File: src/rtl/load_store_unit.sv
// Load/store stage: one outstanding data-memory access per core,
// with load write-back into the register file and a bounded wait.
module load_store_unit #(
  parameter int CORE_ID        = 0,
  parameter int DATA_WIDTH     = 8,
  parameter int TIMEOUT_CYCLES = 16
) (
  input  logic                  clk,
  input  logic                  reset,
  input  logic                  issue,
  input  logic                  is_load,
  input  logic                  is_store,
  input  logic [DATA_WIDTH-1:0] addr,
  input  logic [DATA_WIDTH-1:0] store_data,
  input  logic [1:0]            dest_reg,
  output logic                  mem_read_valid,
  output logic [DATA_WIDTH-1:0] mem_read_address,
  input  logic                  mem_read_ready,
  input  logic [DATA_WIDTH-1:0] mem_read_data,
  output logic                  mem_write_valid,
  output logic [DATA_WIDTH-1:0] mem_write_address,
  output logic [DATA_WIDTH-1:0] mem_write_data,
  input  logic                  mem_write_ready,
  output logic                  rf_write_en,
  output logic [1:0]            rf_write_addr,
  output logic [DATA_WIDTH-1:0] rf_write_data,
  output logic                  busy,
  output logic                  done,
  output logic                  error,
  output logic [7:0]            dbg_core_id
);

  localparam int CW_RAW = $clog2(TIMEOUT_CYCLES + 1);
  localparam int CW     = (CW_RAW < 1) ? 1 : CW_RAW;
  localparam int TLIM   = (TIMEOUT_CYCLES > 0) ? TIMEOUT_CYCLES - 1 : 0;
  localparam bit TMO_EN = (TIMEOUT_CYCLES != 0);

  typedef enum logic [1:0] {
    IDLE    = 2'd0,
    REQUEST = 2'd1,
    RESPOND = 2'd2
  } state_t;

  state_t                state;
  state_t                state_n;
  logic [CW-1:0]         cnt;
  logic [DATA_WIDTH-1:0] addr_q;
  logic [DATA_WIDTH-1:0] data_q;
  logic [DATA_WIDTH-1:0] rf_data_q;
  logic [1:0]            dest_q;
  logic                  op_q;
  logic                  err_q;
  logic                  start;
  logic                  hs;
  logic                  tmo;
  logic                  in_req;
  logic                  in_rsp;

  assign in_req = (state == REQUEST);
  assign in_rsp = (state == RESPOND);
  assign start  = issue & (is_load | is_store);
  assign hs     = in_req & (op_q ? mem_read_ready : mem_write_ready);
  assign tmo    = TMO_EN & in_req & ~hs & (cnt == CW'(TLIM));

  always_comb begin
    state_n = state;
    unique case (state)
      IDLE:    if (start) state_n = REQUEST;
      REQUEST: if (hs || tmo) state_n = RESPOND;
      RESPOND: state_n = IDLE;
      default: state_n = IDLE;
    endcase
  end

  always_ff @(posedge clk) begin
    if (reset) begin
      state     <= IDLE;
      cnt       <= '0;
      addr_q    <= '0;
      data_q    <= '0;
      dest_q    <= '0;
      op_q      <= 1'b0;
      err_q     <= 1'b0;
      rf_data_q <= '0;
    end else begin
      state <= state_n;
      if (state == IDLE && start) begin
        addr_q <= addr;
        data_q <= store_data;
        dest_q <= dest_reg;
        op_q   <= is_load;
        err_q  <= 1'b0;
        cnt    <= '0;
      end
      // handshake beats a timeout landing in the same cycle
      if (hs) begin
        err_q <= 1'b0;
        if (op_q) rf_data_q <= mem_read_data;
      end else if (tmo) begin
        err_q <= 1'b1;
      end else if (in_req) begin
        cnt <= cnt + 1'b1;
      end
    end
  end

  assign mem_read_valid    = in_req & op_q;
  assign mem_write_valid   = in_req & ~op_q;
  assign mem_read_address  = mem_read_valid ? addr_q : '0;
  assign mem_write_address = mem_write_valid ? addr_q : '0;
  assign mem_write_data    = mem_write_valid ? data_q : '0;

  assign done          = in_rsp;
  assign error         = in_rsp & err_q;
  assign rf_write_en   = in_rsp & op_q & ~err_q;
  assign rf_write_addr = in_rsp ? dest_q : 2'd0;
  assign rf_write_data = rf_data_q;
  assign busy          = (state != IDLE);
  assign dbg_core_id   = 8'(CORE_ID);

endmodule

File: config.mk
export PLATFORM = sky130hd
export DESIGN_NAME = load_store_unit
export DESIGN_NICKNAME = d
export VERILOG_FILES = /design/src/rtl/load_store_unit.sv
export SDC_FILE = /design/constraint.sdc
export NUM_CORES = 1
export LEC_CHECK = 0
export CAP_MARGIN = 20
export CELL_PAD_IN_SITES_DETAIL_PLACEMENT = 2
export CELL_PAD_IN_SITES_GLOBAL_PLACEMENT = 2
export CORE_UTILIZATION = 23
export CTS_CLUSTER_DIAMETER = 60
export DETAILED_ROUTE_END_ITERATION = 10
export GPL_ROUTABILITY_DRIVEN = 0
export GPL_TIMING_DRIVEN = 0
export PLACE_DENSITY = 0.93
export REMOVE_ABC_BUFFERS = 1
export SYNTH_ARGS = -nofsm -noshare
export SYNTH_HDL_FRONTEND = slang
export SYNTH_SLANG_ARGS = --single-unit
File: constraint.sdc
create_clock -name clk -period 4.6 [get_ports clk]
set_input_delay 0.46 -clock clk [delete_from_list [all_inputs] [get_ports clk]]
set_output_delay 0.46 -clock clk [all_outputs]
set_load 0.01 [all_outputs]
==> results.toml, run 1 <==
[status]
status = "complete, no violations"

[clocking]
cts-buffers-inserted = 5
cts_resized = 0
path_clk_slew_ns = 0.07
clock-sinks = 35
htreeDepth = 2
post_cts_buffers = 0
hold_buffers = 0
ctsRootBufferMaster = "clkbuf_8"
worstSkewPairLatency_ns = 0.29
cts_max_path_buffers = 2
cts_tree = "done"

[yosys]
yosysWarnings = 0
synth-seq-area-share_pct = 41.1
syn_avg_cell_area_um2 = 8.01
ys_types = 33
syn_inst = 213
syn_area_um2 = 1710
ys_ff_latch = 35

[sta]
slew_headroom_pct = 46.8
drv_slew = 0
skew_ns = 0.00675
finalHoldViolCount = 0
tns_ns = 0
max_freq_mhz = 364
tightest_slew_ns = 0.797
rsz0062_at_grt = "no"
finalCriticalPeriod_ns = 2.75
fin_crit_sh_pct = 59.8
setup_violations = 0

[worst_setup_path]
timing.rr.start = "cnt[0]"
critPathMaxFanout = 11
cpPeakStageDelay_ns = 0.70
end_kind = "output pin"
rrSetupSlack_ns = 2.51
cp.arrival_ns = 2.29
rr_endpoint = "cnt[3]"
crit_path_start_kind = "flop"
cp.required_ns = 4.14
crit_chain = "nor2b_1, and3_1, clkdlybuf4s50_1"
critPathKind = "reg -> out"
r2r_cells = 6
slowest_stage = "nor2b_1"

[min_path]
min_path_cells = 2
whs_endpoint = "rf_write_data[6]"
hp-start = "rf_write_data[6]"
min_path_type = "reg -> reg"

[route]
topRoutingLayerUsed = "met4"
vias = 1770
wl_per_cell_um = 16.4
met3_length_um = 195
via_per_inst = 4.67
first_pass_iters = 4
ant_nets = 0
wl_met1_um = 2520
wl_um = 6230
drtIter0Drc = 50
met2_length_um = 3430
drc = 0

[final_layout]
seqCellArea_um2 = 701
multi_input_area_um2 = 898
antenna_cells = 0
areaGrowthSynthToFinish_pct = 53.2
design_area_um2 = 2610
final_common_cell = "clkdlybuf4s50_1"
final_cell_mix = "72 x clkdlybuf4s50_1, 35 x dfxtp_1, 28 x a21oi_1"
fillCellCount = 839
drive_gt1_share_pct = 6.43
final_nets = 314

[power_and_ir_drop]
peakVddDrop_mv = 0.106
powerDensity_nw_per_um2 = 264
p_total_w = 0.000690
p_leak_nw = 0.940

[floorplan]
rows = 31
die_w_um = 88.1
num_io_pins = 81
core_um2 = 7210
die_h_um = 88.1
start_util_pct = 23.6
dieArea_um2 = 7760

[grt]
grt_max_degree = 28
grt_usage_pct = 16.9
antenna_found_initial = 0
grt_pass1_vias = 1951
overflow = 0
grt_pass1_wl_um = 9940

[placed_design]
placed_cell_area_um2 = 2500
dp_hpwl_um = 4540
portBuffers = 72

[run]
maxCapViolCount = 0
==> through the flow <==
| step | instances | util [%] | worst slack (ns) | hold slack (ns) |
|---|---|---|---|---|
| after global routing | 379 | 36.2 | 1.67 | 0.489 |
| after floorplan | 196 | - | 2.70 | 0.443 |
| final | 379 | 36.2 | 1.85 | 0.463 |
| after detailed placement | 370 | 34.7 | 1.89 | 0.458 |
| after global placement | 367 | 34.0 | 1.83 | 0.442 |
| after CTS | 378 | 36.1 | 1.56 | 0.468 |
==> logic make-up after synthesis <==
family / count (synthesis) / share of synthesized area, %
buf+inv: 26 / 7.78
fa+ha+maj: 2 / 1.47
other cells: 1 / 0.220
simple gates: 92 / 31.0
mux: 1 / 0.660
flops: 35 / 41.1
compound gates: 56 / 17.8
==> worst max-delay path: cells and delay by family (launching register included) <==
kind	cells	cell delay [ns]
buffers and inverters	1	0.56
DFF	1	0.49
and+or+nand+nor	2	0.96
==> area by class of cell <==
type / count / area share (%)
Timing Repair Buffer: 76 / 29.9
Tap cell: 99 / 4.74
Sequential cell: 35 / 26.8
Clock buffer: 8 / 3.83
Multi-Input combinational cell: 159 / 34.4
Inverter: 2 / 0.287
==> power breakdown <==
group          switching [W]  total [W]  internal (W)
Combinational      0.0000579   0.000116     0.0000580
Sequential         0.0000110   0.000327      0.000316
Clock               0.000111   0.000248      0.000137
Total               0.000180   0.000690      0.000511
==> synthesized netlist by cell type <==
cell / count / share of area [%]
nor2b_1: 3 / 1.1
a221oi_1: 1 / 0.51
dfxtp_1: 35 / 41
and2_1: 20 / 7.3
buf_1: 1 / 0.22
conb_1: 1 / 0.22
ha_1: 2 / 1.5
o32ai_1: 2 / 1.0
nor3b_2: 1 / 0.73
nand3_1: 19 / 5.6
or4_1: 1 / 0.44
nor3b_1: 1 / 0.44
nand4b_1: 1 / 0.51
or3b_2: 1 / 0.51
or3b_4: 1 / 0.66
and3_1: 9 / 3.3
mux2_2: 1 / 0.66
a211o_1: 1 / 0.51
o221ai_1: 2 / 1.0
nor2_1: 3 / 0.66
o21ai_0: 21 / 6.2
a21oi_1: 28 / 8.2
or2_2: 3 / 1.1
nand2b_1: 8 / 2.9
buf_2: 1 / 0.29
inv_1: 2 / 0.44
nand2_1: 18 / 4.0
buf_4: 9 / 4.0
and4b_1: 1 / 0.59
o22ai_1: 1 / 0.37
clkbuf_1: 13 / 2.9
and3b_1: 1 / 0.51
or4b_1: 1 / 0.59
==> sequential cells by signal (all words and copies together) (netlist names) <==
register,count
data_q,8
cnt,5
dest_q,2
rf_write_data,8
addr_q,8
op_q,1
err_q,1
state,2
==> how the worst max path moves through the flow <==
stage / from / slack [ns] / cells after the start / end
after floorplan: cnt[0] / 2.70 / 6 / cnt[3]
after global placement: is_load / 1.83 / 4 / state[0]
after detailed placement: state[0] / 1.89 / 4 / mem_write_address[3]
after CTS: state[0] / 1.56 / 4 / mem_write_address[3]
after global routing: state[0] / 1.67 / 3 / mem_read_address[0]
final: state[0] / 1.85 / 3 / mem_read_address[0]
==> routing by layer <==
metal	global-route usage, %	vias up
li1	-	849
met1	19.1	871
met2	31.4	42
met3	3.30	8
met4	5.87	0
met5	0	-
Power figures use the tool's default switching activity.
==> inputs of run 2 (changes only) <==
--- a/config.mk
+++ b/config.mk
@@ -8,12 +8,12 @@
 export CAP_MARGIN = 20
 export CELL_PAD_IN_SITES_DETAIL_PLACEMENT = 2
 export CELL_PAD_IN_SITES_GLOBAL_PLACEMENT = 2
-export CORE_UTILIZATION = 23
+export CORE_UTILIZATION = 22
 export CTS_CLUSTER_DIAMETER = 60
 export DETAILED_ROUTE_END_ITERATION = 10
 export GPL_ROUTABILITY_DRIVEN = 0
 export GPL_TIMING_DRIVEN = 0
-export PLACE_DENSITY = 0.93
+export PLACE_DENSITY = 0.9
 export REMOVE_ABC_BUFFERS = 1
 export SYNTH_ARGS = -nofsm -noshare
 export SYNTH_HDL_FRONTEND = slang
==> constraint.sdc (replaced) <==
create_clock -name clk -period 2.6 [get_ports clk]
set_input_delay 0.26 -clock clk [delete_from_list [all_inputs] [get_ports clk]]
set_output_delay 0.26 -clock clk [all_outputs]
set_load 0.01 [all_outputs]
==> run 2 against run 1 <==
Effect of this change: register-to-register slack got worse by 2.0 ns; via count rose by 0.23%; flip-flop and latch count did not move; power rose by 71%; sequential share of layout area rose by 0.13 points; global-route usage fell by 1.2 points; critical path type unchanged; largest cell class unchanged.
==> results.toml, run 2 (same netlist as run 1, synthesis figures left out) <==
[worst_setup_path]
timing.rr.start = "cnt[0]"
critPathKind = "reg -> out"
endpoint = "mem_read_address[0]"
crit_chain = "nor2b_2, and3_1, clkdlybuf4s50_1"
crit_path_start_kind = "flop"
critPathMaxFanout = 11
end_kind = "output pin"
rr_endpoint = "cnt[3]"
cp.required_ns = 2.34
r2r_cells = 6
rrSetupSlack_ns = 0.47
cp.arrival_ns = 2.10
cpPeakStageDelay_ns = 0.58
slowest_stage = "clkdlybuf4s50_1"
cp-startpoint = "state[0]"

[grt]
antenna_found_initial = 0
grt_pass1_wl_um = 10000
grt_pass1_vias = 1880
grt_usage_pct = 15.6
grt_max_degree = 23
overflow = 0

[power_and_ir_drop]
p_leak_nw = 0.925
powerDensity_nw_per_um2 = 453
peakVddDrop_mv = 0.180

[placed_design]
portBuffers = 72
placed_cell_area_um2 = 2500
dp_hpwl_um = 4590
numPlacedInstances = 370

[route]
vias = 1774
wl_per_cell_um = 16.3
drc = 0
drtIter0Drc = 44
via_per_inst = 4.69
first_pass_iters = 4
ant_nets = 0
wl_um = 6150

[final_layout]
final_util_pct = 35.3
final_common_cell = "clkdlybuf4s50_1"
drive_gt1_share_pct = 6.81
instances_no_fill = 378
design_area_um2 = 2600
antenna_cells = 0
areaGrowthSynthToFinish_pct = 52.5
final_cell_mix = "72 x clkdlybuf4s50_1, 35 x dfxtp_1, 28 x a21oi_1"
final_nets = 313
fillCellCount = 835

[clocking]
cts_tree = "done"
cts_max_path_buffers = 2
path_clk_slew_ns = 0.07
cts-buffers-inserted = 5
clock-sinks = 35
htreeDepth = 2
hold_buffers = 0
post_cts_buffers = 0
ctsRootBufferMaster = "clkbuf_8"
worstSkewPairLatency_ns = 0.29
cts_resized = 2

[floorplan]
die_w_um = 90.0
num_io_pins = 81
die_h_um = 90.0
start_util_pct = 23.1
dieArea_um2 = 8110
rows = 31
core_um2 = 7370

[status]
status = "complete, no violations"

[sta]
setup_violations = 0
slew_headroom_pct = 47.2
max_freq_mhz = 423
drv_slew = 0
tightest_slew_ns = 0.789
rsz0062_at_grt = "no"
skew_ns = 0.00599
fin_crit_sh_pct = 90.8
finalCriticalPeriod_ns = 2.36
finalHoldViolCount = 0

[run]
maxCapViolCount = 0

[min_path]
min_path_type = "reg -> reg"
-- run 2: critical path: cells and delay by family (launching register included) --
family,cells,cell delay (ns)
buffers and inverters,1,0.58
DFF,1,0.49
and+or+nand+nor,2,0.75
-- run 2: area by class of cell --
type                            instances  area, um2  area share (%)
Sequential cell                        35        701            26.9
Inverter                                2       7.51           0.289
Tap cell                               99        124            4.76
Timing Repair Buffer                   75        774            29.8
Clock buffer                            6       72.6            2.79
Multi-Input combinational cell        159        908            34.9
Clock inverter                          2       12.5           0.481
-- run 2: worst min-delay path by stage --
| stage | startpoint | cells after the start | to |
|---|---|---|---|
| finish | rf_write_data[3] | 2 | rf_write_data[3] |
| global route | rf_write_data[3] | 2 | rf_write_data[3] |
| CTS | rf_write_data[1] | 2 | rf_write_data[1] |
| detailed placement | rf_write_data[1] | 2 | rf_write_data[1] |
| global placement | rf_write_data[4] | 2 | rf_write_data[4] |
| floorplan | reset | 1 | addr_q[0] |
-- run 2: report_power, final --
part	switching (W)	total, W	internal (W)
sequential	0.0000203	0.000579	0.000559
clock	0.000206	0.000394	0.000187
combinational	0.000103	0.000205	0.000102
-- run 2: through the flow --
stage / power [W] / setup WS, ns / hold slack (ns) / setup TNS (ns)
2_1_floorplan: 0.000665 / 0.701 / 0.329 / 0
6_report: 0.00118 / 0.238 / 0.458 / 0
4_1_cts: 0.00120 / 0.0225 / 0.468 / 0
3_3_place_gp: 0.000776 / -0.00454 / 0.446 / -0.00454
3_5_place_dp: 0.000797 / 0.0580 / 0.456 / 0
5_1_grt: 0.00124 / 0.134 / 0.483 / 0
-- run 2: layer usage --
metal  wire, um  track usage [%]  vias to the layer above
li1           -                -                      854
met4        136             5.24                        0
met3        198             3.21                       11
met2       3260             28.8                       44
met5          0                0                        -
met1       2550             17.9                      865
==> inputs of run 3 (changes only) <==
--- a/config.mk
+++ b/config.mk
@@ -9,12 +9,11 @@
 export CELL_PAD_IN_SITES_DETAIL_PLACEMENT = 2
 export CELL_PAD_IN_SITES_GLOBAL_PLACEMENT = 2
 export CORE_UTILIZATION = 22
-export CTS_CLUSTER_DIAMETER = 60
 export DETAILED_ROUTE_END_ITERATION = 10
 export GPL_ROUTABILITY_DRIVEN = 0
 export GPL_TIMING_DRIVEN = 0
+export HOLD_SLACK_MARGIN = 0.06
 export PLACE_DENSITY = 0.9
-export REMOVE_ABC_BUFFERS = 1
 export SYNTH_ARGS = -nofsm -noshare
 export SYNTH_HDL_FRONTEND = slang
 export SYNTH_SLANG_ARGS = --single-unit
==> run 3 against run 2 <==
Effect of this change: worst hold slack is essentially flat; die area is the same; cell count grew 5.3%.
==> results.toml, run 3 (same netlist as run 1, synthesis figures left out) <==
[final_layout]
final_common_cell = "clkdlybuf4s50_1"
antenna_cells = 0
final_cell_mix = "72 x clkdlybuf4s50_1, 35 x dfxtp_1, 28 x a21oi_1"
design_area_um2 = 2670
fillCellCount = 861
drive_gt1_share_pct = 8.70
final_nets = 334
areaGrowthSynthToFinish_pct = 56.7

[route]
wl_per_cell_um = 15.1
drc = 0
wl_um = 6020
ant_nets = 0
drtIter0Drc = 40
via_per_inst = 4.59
first_pass_iters = 4
vias = 1825

[grt]
antenna_found_initial = 0
grt_max_degree = 11
overflow = 0
grt_pass1_vias = 1993
grt_pass1_wl_um = 9920
grt_usage_pct = 15.1

[worst_setup_path]
critPathKind = "reg -> out"
crit_path_start_kind = "flop"
rr_endpoint = "cnt[3]"
end_kind = "output pin"
r2r_cells = 6
cp.arrival_ns = 2.08
cp.required_ns = 2.34
timing.rr.start = "cnt[0]"
rrSetupSlack_ns = 0.55
critPathMaxFanout = 10

[sta]
fin_crit_sh_pct = 89.9
whs_ns = 0.459
tns_ns = 0
tightest_slew_ns = 0.676
finalCriticalPeriod_ns = 2.34
skew_ns = 0.00464
slew_headroom_pct = 54.7
rsz0062_at_grt = "no"
setup_violations = 0
drv_slew = 0
finalHoldViolCount = 0
max_freq_mhz = 428

[placed_design]
placed_cell_area_um2 = 2580
dp_hpwl_um = 4560
portBuffers = 72

[clocking]
htreeDepth = 2
cts-buffers-inserted = 5
clock-sinks = 35
hold_buffers = 0
path_clk_slew_ns = 0.07
ctsRootBufferMaster = "clkbuf_8"
worstSkewPairLatency_ns = 0.28
post_cts_buffers = 0
cts_max_path_buffers = 2
cts_tree = "done"

[power_and_ir_drop]
peakVddDrop_mv = 0.172
p_leak_nw = 0.978
powerDensity_nw_per_um2 = 445

[floorplan]
core_um2 = 7370
start_util_pct = 23.1
die_w_um = 90.0
rows = 31
dieArea_um2 = 8110
die_h_um = 90.0
num_io_pins = 81

[status]
status = "complete, no violations"

[min_path]
hp-start = "rf_write_data[5]"
whs_endpoint = "rf_write_data[5]"
min_path_cells = 2
min_path_type = "reg -> reg"

[run]
maxCapViolCount = 0
-- run 3: changes by cell type in the layout (fill, tap and decap cells not counted), sizes merged --
| cell | change |
|---|---|
| clkbuf | +13 |
| buf | +8 |
| clkinvlp | -1 |
-- run 3: layout make-up --
class                      instances  area (um2)  share of cell area (%)
inverter                           2        7.51                   0.281
sequential                        35         701                    26.2
clock inverter                     1        5.00                   0.187
timing repair buffer              72         721                    27.0
buffer                            24         126                    4.73
multi-input combinational        159         906                    33.9
tap                               99         124                    4.63
clock buffer                       6        82.6                    3.09
-- run 3: worst max-delay path by stage --
| stage | start | to | depth (start not counted) |
|---|---|---|---|
| 2_1_floorplan | cnt[0] | cnt[3] | 6 |
| 3_3_place_gp | state[1] | mem_write_data[0] | 5 |
| 3_5_place_dp | state[1] | mem_write_data[0] | 5 |
| 4_1_cts | state[1] | mem_write_data[0] | 5 |
| 5_1_grt | state[1] | mem_write_address[5] | 5 |
| 6_report | state[1] | mem_write_data[0] | 5 |
-- run 3: what timing repair did --
item,CTS,global route
setup endpoints to repair,10,5
gates resized for setup,2,1
cloned,0,0
-- run 3: through the flow --
stage / setup slack [ns] / cells / utilization, % / power [W]
finish: 0.262 / 398 / 36.3 / 0.00119
global route: 0.125 / 398 / 36.3 / 0.00125
CTS: 0.0919 / 398 / 36.2 / 0.00121
detailed placement: 0.125 / 391 / 35.0 / 0.000802
global placement: 0.124 / 391 / 35.0 / 0.000794
floorplan: 0.700 / 220 / - / 0.000689
-- run 3: critical path, stage by stage (launching register included) --
cell and delay [ns]:
dfxtp_1 0.39, nand2b_1 0.23, nor2_4 0.22, clkbuf_2 0.26, and2_1 0.16, clkdlybuf4s50_1 0.54
-- run 3: power breakdown --
part | switching, W | internal [W] | total, W | leakage [nW]
clock | 0.000192 | 0.000208 | 0.000400 | 0.0470
combinational | 0.000110 | 0.000108 | 0.000217 | 0.646
sequential | 0.0000143 | 0.000559 | 0.000573 | 0.285
total | 0.000316 | 0.000874 | 0.00119 | 0.978
-- run 3: per-layer routing --
metal	up-vias	GRT usage, %	wire (um)
met1	872	18.3	2610
met4	0	3.63	81
met5	-	0	0
met2	54	26.8	3070
li1	890	-	-
met3	9	3.72	263
